File: src/rtl/mastermind_pkg.sv
// Shared defaults, peg/pattern types and FSM state encoding for the Mastermind grader.
package mastermind_pkg;

    localparam int unsigned NUM_PEGS   = 4;
    localparam int unsigned COLOR_W    = 3;
    localparam int unsigned MAX_ROUNDS = 8;

    typedef logic [COLOR_W-1:0] color_t;
    typedef color_t [NUM_PEGS-1:0] pattern_t;

    typedef enum logic [1:0] {
        S_IDLE,
        S_EXACT,
        S_COLOR,
        S_REPORT
    } grader_state_t;

endpackage

File: src/rtl/mastermind_grader_color_finder.sv
// Combinational priority search: lowest master peg of the target colour not yet consumed.
module color_finder #(
    parameter int unsigned NUM_PEGS = mastermind_pkg::NUM_PEGS,
    parameter int unsigned COLOR_W  = mastermind_pkg::COLOR_W,
    parameter int unsigned IDX_W    = (NUM_PEGS > 1) ? $clog2(NUM_PEGS) : 1
) (
    input  logic [COLOR_W-1:0]               target,
    input  logic [NUM_PEGS-1:0][COLOR_W-1:0] master,
    input  logic [NUM_PEGS-1:0]              mused,
    output logic                             found,
    output logic [IDX_W-1:0]                 idx
);

    always_comb begin
        found = 1'b0;
        idx   = '0;
        for (int unsigned j = 0; j < NUM_PEGS; j++) begin
            if (!found && !mused[j] && (master[j] == target)) begin
                found = 1'b1;
                idx   = IDX_W'(j);
            end
        end
    end

endmodule

File: src/rtl/mastermind_grader.sv
// Sequential Mastermind scorer: one exact-match pass, one colour-match pass, then a registered report.
module mastermind_grader #(
    parameter int unsigned NUM_PEGS   = mastermind_pkg::NUM_PEGS,
    parameter int unsigned COLOR_W    = mastermind_pkg::COLOR_W,
    parameter int unsigned MAX_ROUNDS = mastermind_pkg::MAX_ROUNDS
) (
    input  logic                               clock,
    input  logic                               reset,
    input  logic                               grade_it,
    input  logic                               clear,
    input  logic [NUM_PEGS*COLOR_W-1:0]        master_pattern,
    input  logic [NUM_PEGS*COLOR_W-1:0]        guess,
    input  logic [$clog2(MAX_ROUNDS+1)-1:0]    round_num,
    output logic                               busy,
    output logic                               done,
    output logic [$clog2(NUM_PEGS+1)-1:0]      zones,
    output logic [$clog2(NUM_PEGS+1)-1:0]      znarlys,
    output logic                               won,
    output logic                               lost
);
    import mastermind_pkg::*;

    localparam int unsigned IDX_W = (NUM_PEGS > 1) ? $clog2(NUM_PEGS) : 1;
    localparam int unsigned CNT_W = $clog2(NUM_PEGS + 1);
    localparam int unsigned RND_W = $clog2(MAX_ROUNDS + 1);

    grader_state_t                    state_q, state_d;
    logic [NUM_PEGS-1:0][COLOR_W-1:0] master_q, master_d;
    logic [NUM_PEGS-1:0][COLOR_W-1:0] guess_q, guess_d;
    logic [RND_W-1:0]                 round_q, round_d;
    logic [IDX_W-1:0]                 idx_q, idx_d;
    logic [NUM_PEGS-1:0]              gused_q, gused_d;
    logic [NUM_PEGS-1:0]              mused_q, mused_d;
    logic [CNT_W-1:0]                 zcnt_q, zcnt_d;
    logic [CNT_W-1:0]                 ncnt_q, ncnt_d;
    logic [CNT_W-1:0]                 zones_q, zones_d;
    logic [CNT_W-1:0]                 znarlys_q, znarlys_d;
    logic                             won_q, won_d;
    logic                             lost_q, lost_d;
    logic                             done_q, done_d;

    logic             cf_found;
    logic [IDX_W-1:0] cf_idx;
    logic             last_idx;

    color_finder #(
        .NUM_PEGS (NUM_PEGS),
        .COLOR_W  (COLOR_W),
        .IDX_W    (IDX_W)
    ) u_color_finder (
        .target (guess_q[idx_q]),
        .master (master_q),
        .mused  (mused_q),
        .found  (cf_found),
        .idx    (cf_idx)
    );

    assign last_idx = (idx_q == IDX_W'(NUM_PEGS - 1));

    always_comb begin
        state_d   = state_q;
        master_d  = master_q;
        guess_d   = guess_q;
        round_d   = round_q;
        idx_d     = idx_q;
        gused_d   = gused_q;
        mused_d   = mused_q;
        zcnt_d    = zcnt_q;
        ncnt_d    = ncnt_q;
        zones_d   = zones_q;
        znarlys_d = znarlys_q;
        won_d     = won_q;
        lost_d    = lost_q;
        done_d    = 1'b0;

        if (clear) begin
            state_d   = S_IDLE;
            zones_d   = '0;
            znarlys_d = '0;
            won_d     = 1'b0;
            lost_d    = 1'b0;
        end else begin
            unique case (state_q)
                S_IDLE: begin
                    if (grade_it) begin
                        master_d = master_pattern;
                        guess_d  = guess;
                        round_d  = round_num;
                        idx_d    = '0;
                        gused_d  = '0;
                        mused_d  = '0;
                        zcnt_d   = '0;
                        ncnt_d   = '0;
                        state_d  = S_EXACT;
                    end
                end
                S_EXACT: begin
                    if (guess_q[idx_q] == master_q[idx_q]) begin
                        zcnt_d         = zcnt_q + 1'b1;
                        gused_d[idx_q] = 1'b1;
                        mused_d[idx_q] = 1'b1;
                    end
                    if (last_idx) begin
                        idx_d   = '0;
                        state_d = S_COLOR;
                    end else begin
                        idx_d = idx_q + 1'b1;
                    end
                end
                S_COLOR: begin
                    // Exactly-matched guess pegs are skipped; their master peg is already consumed.
                    if (!gused_q[idx_q] && cf_found) begin
                        ncnt_d          = ncnt_q + 1'b1;
                        mused_d[cf_idx] = 1'b1;
                    end
                    if (last_idx) begin
                        state_d = S_REPORT;
                    end else begin
                        idx_d = idx_q + 1'b1;
                    end
                end
                S_REPORT: begin
                    zones_d   = zcnt_q;
                    znarlys_d = ncnt_q;
                    won_d     = (zcnt_q == CNT_W'(NUM_PEGS));
                    lost_d    = (zcnt_q != CNT_W'(NUM_PEGS)) && (round_q == RND_W'(MAX_ROUNDS));
                    done_d    = 1'b1;
                    state_d   = S_IDLE;
                end
                default: state_d = S_IDLE;
            endcase
        end
    end

    always_ff @(posedge clock or negedge reset) begin
        if (!reset) begin
            state_q   <= S_IDLE;
            master_q  <= '0;
            guess_q   <= '0;
            round_q   <= '0;
            idx_q     <= '0;
            gused_q   <= '0;
            mused_q   <= '0;
            zcnt_q    <= '0;
            ncnt_q    <= '0;
            zones_q   <= '0;
            znarlys_q <= '0;
            won_q     <= 1'b0;
            lost_q    <= 1'b0;
            done_q    <= 1'b0;
        end else begin
            state_q   <= state_d;
            master_q  <= master_d;
            guess_q   <= guess_d;
            round_q   <= round_d;
            idx_q     <= idx_d;
            gused_q   <= gused_d;
            mused_q   <= mused_d;
            zcnt_q    <= zcnt_d;
            ncnt_q    <= ncnt_d;
            zones_q   <= zones_d;
            znarlys_q <= znarlys_d;
            won_q     <= won_d;
            lost_q    <= lost_d;
            done_q    <= done_d;
        end
    end

    assign busy    = (state_q != S_IDLE);
    assign done    = done_q;
    assign zones   = zones_q;
    assign znarlys = znarlys_q;
    assign won     = won_q;
    assign lost    = lost_q;

endmodule

File: config.mk
export PLATFORM = sky130hd
export DESIGN_NAME = mastermind_grader
export DESIGN_NICKNAME = d
export VERILOG_FILES = /design/src/rtl/mastermind_pkg.sv /design/src/rtl/mastermind_grader_color_finder.sv /design/src/rtl/mastermind_grader.sv
export SDC_FILE = /design/constraint.sdc
export NUM_CORES = 1
export LEC_CHECK = 0
export ABC_AREA = 1
export CORE_MARGIN = 4
export CORE_UTILIZATION = 55
export DETAILED_ROUTE_END_ITERATION = 7
export PLACE_DENSITY = 0.81
export SYNTH_ARGS = -nofsm -noshare
export SYNTH_HDL_FRONTEND = slang
export SYNTH_SLANG_ARGS = --single-unit
File: constraint.sdc
create_clock -name clock -period 4.61 [get_ports clock]
set_input_delay 0.6915 -clock clock [delete_from_list [all_inputs] [get_ports clock]]
set_output_delay 0.6915 -clock clock [all_outputs]
set_load 0.05 [all_outputs]
==> impl_metrics.json <==
{
  "status": "completed",
  "ys_top_cells_by_area": "dfrtp_1 (46%), nand2_1 (18%), nand3_1 (5.3%), o21ai_0 (5.2%), ha_1 (5.0%)",
  "yosysWarnings": 0,
  "fmax_mhz": 365.8,
  "clkSinkCount": 55,
  "rsz0062_at_grt": "false",
  "cts.clk_slew.worst_paths_ns": 0.10,
  "fin_nets": 470,
  "cts.htree.levels": 2,
  "overflow": 0,
  "core_area_sq_mm": 0.005205,
  "synth_seq_cells": 55,
  "design_power_total_mw": 2.098,
  "antenna_found_initial": 0,
  "grt_pass1_vias": 2469,
  "cts_resized": 0,
  "r2r-start": "state_q[0]$_DFFE_PN0P_",
  "finalCriticalPeriod_ns": 2.734,
  "synth_top_cell_by_area": "dfrtp_1",
  "finalClockSkew_ns": 0.01209,
  "crit_fanout": 4,
  "endpoint": "busy",
  "syn_nets": 428,
  "area_delta_synth_final_pct": 19.10,
  "vias": 2555,
  "drt-total-wl_mm": 6.303,
  "finalMaxSlewViolations": 0,
  "setup_viol": 0,
  "cts_root_buffer": "clkbuf_8",
  "tightestPinTransition_ns": 0.6779,
  "viasPerCell": 5.141,
  "tns_ns": 0,
  "leakage_nw": 1.760,
  "drive_above_1_share": 0.08665,
  "cap_violations": 0,
  "cts_inserted_buffers": 5,
  "synthCells": 384,
  "die-area_sq_mm": 0.006701,
  "diodes": 0,
  "die_h_microns": 81.86,
  "dp_hpwl_mm": 4.681,
  "cts_hold_buf": 0,
  "ys_types": 28,
  "power.density_mw_per_mm2": 587.2,
  "r2r_cells": 8,
  "path_class": "flop to output pin",
  "syn_area_per_cell_sq_um": 7.813,
  "io_buffers": 41,
  "gp_congestion": 0.8154,
  "cp.arrival_ns": 2.04,
  "groute.usage.overall": 0.2104,
  "drtAntennaViolNets": 0,
  "start_util": 0.5764,
  "clk_latency_ns": 0.31,
  "critPathLaunch": "state_q[0]$_DFFE_PN0P_",
  "syn_area_sq_mm": 0.003000,
  "r2r_slack_ns": 2.12,
  "post_cts_buffers": 0,
  "drc_errors": 0,
  "min_period_over_period": 0.5930,
  "critical_path_required_ns": 3.92,
  "firstDrtPassIters": 4,
  "yosysSeqAreaShare": 0.4587,
  "die-width_microns": 81.86,
  "finalHoldViolations": 0,
  "end_kind": "output pin",
  "grt_pass1_wl_mm": 10.90,
  "synth_top_area_share": 0.4587,
  "hold_class": "flop to flop",
  "ir_drop_mv": 0.3248,
  "max_slew_margin": 0.5481,
  "ios": 42,
  "drtIter0Drc": 122,
  "grt_max_degree": 56,
  "start_kind": "flop",
  "r2r-end": "gused_q[0]$_DFFE_PN0P_",
  "std_cell_rows": 26,
  "cts_tree": "yes",
  "cts_buffer_depth": 2,
  "post_drt_wl_per_cell_microns": 12.68
}
## report_power, final
group / internal, mW / switching [mW]
registers: 0.648 / 0.117
clock network: 0.162 / 0.161
logic: 0.348 / 0.662
total: 1.16 / 0.940
## cells in the final DEF (no fill, tap or decap), types with 4 or more instances in the layout
cell type | synthesis | layout
dfrtp_1 | 55 | 55
nand4_1 | 6 | 6
clkbuf_8 | 0 | 5
nand3_2 | 6 | 6
nand2_2 | 6 | 6
nand2_1 | 141 | 141
o21ai_1 | 7 | 7
ha_1 | 12 | 12
inv_2 | 4 | 4
a21oi_1 | 9 | 9
o21ai_0 | 31 | 31
inv_1 | 33 | 33
xor2_1 | 6 | 6
clkdlybuf4s50_1 | 0 | 40
nor2_1 | 11 | 11
nand3_1 | 32 | 32
## synthesized netlist by cell type, drive strengths merged
master and count:
a211oi 1, a21oi 9, a31oi 1, buf 3, clkbuf 6, clkinv 3
dfrtp 55, ha 12, inv 38, nand2 147, nand2b 1, nand3 38
nand4 8, nor2 12, nor3 2, nor4 1, o21ai 41, xor2 6
## how the worst min path moves through the flow
stage / start / end / depth (start not counted)
2_1_floorplan: reset / done$_DFF_PN0_ / 0
3_3_place_gp: guess_q[5]$_DFFE_PN0P_ / guess_q[5]$_DFFE_PN0P_ / 2
4_1_cts: guess_q[9]$_DFFE_PN0P_ / guess_q[9]$_DFFE_PN0P_ / 2
3_5_place_dp: guess_q[9]$_DFFE_PN0P_ / guess_q[9]$_DFFE_PN0P_ / 2
5_1_grt: guess_q[9]$_DFFE_PN0P_ / guess_q[9]$_DFFE_PN0P_ / 2
6_report: guess_q[9]$_DFFE_PN0P_ / guess_q[9]$_DFFE_PN0P_ / 2
## cell type report
| cell class | instances | area, sq um |
|---|---|---|
| fill | 450 | 1632 |
| multi-input combinational | 279 | 1413 |
| sequential | 55 | 1376 |
| timing repair buffer | 44 | 427.9 |
| inverter | 41 | 156.4 |
| tap | 70 | 87.58 |
| clock buffer | 5 | 68.82 |
| clock inverter | 3 | 43.79 |
## state kept, by name, summed over array words and instances (netlist names), 2 cells and up
signal and cells:
zcnt_q 3, master_q 12, zones 3, ncnt_q 3, idx_q 2, mused_q 4
round_q 4, gused_q 4, state_q 2, znarlys 3, guess_q 12
## logic make-up after synthesis
logic type                 Yosys count  share of synthesized area
and+or+nand+nor                    209                     0.3098
DFF                                 55                     0.4587
buffers and inverters               50                    0.07214
AOI/OAI and AO/OA                   52                    0.09175
xor gates and xnor gates             6                    0.01751
adders and majority gates           12                    0.05004
## metal layers
| layer | share of wire | routed length [microns] | track usage | vias up |
|---|---|---|---|---|
| met3 | 0.055 | 349 | 0.04167 | 5 |
| met1 | 0.46 | 2881 | 0.2669 | 1168 |
| li1 | - | - | - | 1313 |
| met4 | 0.0090 | 57 | 0.05316 | 0 |
| met2 | 0.48 | 3014 | 0.3667 | 69 |
| met5 | 0 | 0 | 0 | - |
## through the flow
stage | utilization | hold slack, ns | setup WS [ns] | instance area (sq um) | std cells
2_1_floorplan | - | 0.3959 | 2.558 | 3000 | 384
6_report | 0.6865 | 0.4788 | 1.876 | 3573 | 497
3_3_place_gp | 0.6649 | 0.4570 | 1.771 | 3461 | 489
3_5_place_dp | 0.6649 | 0.4594 | 1.717 | 3461 | 489
4_1_cts | 0.6865 | 0.4820 | 1.890 | 3573 | 497
5_1_grt | 0.6865 | 0.5090 | 1.791 | 3573 | 497
## critical path, stage by stage (launching register included)
cell and delay [ns]:
dfrtp_1 0.42, inv_1 0.10, ha_1 0.23, inv_1 0.15, clkdlybuf4s50_1 0.83
No activity file was read; power rests on OpenSTA's default activity.
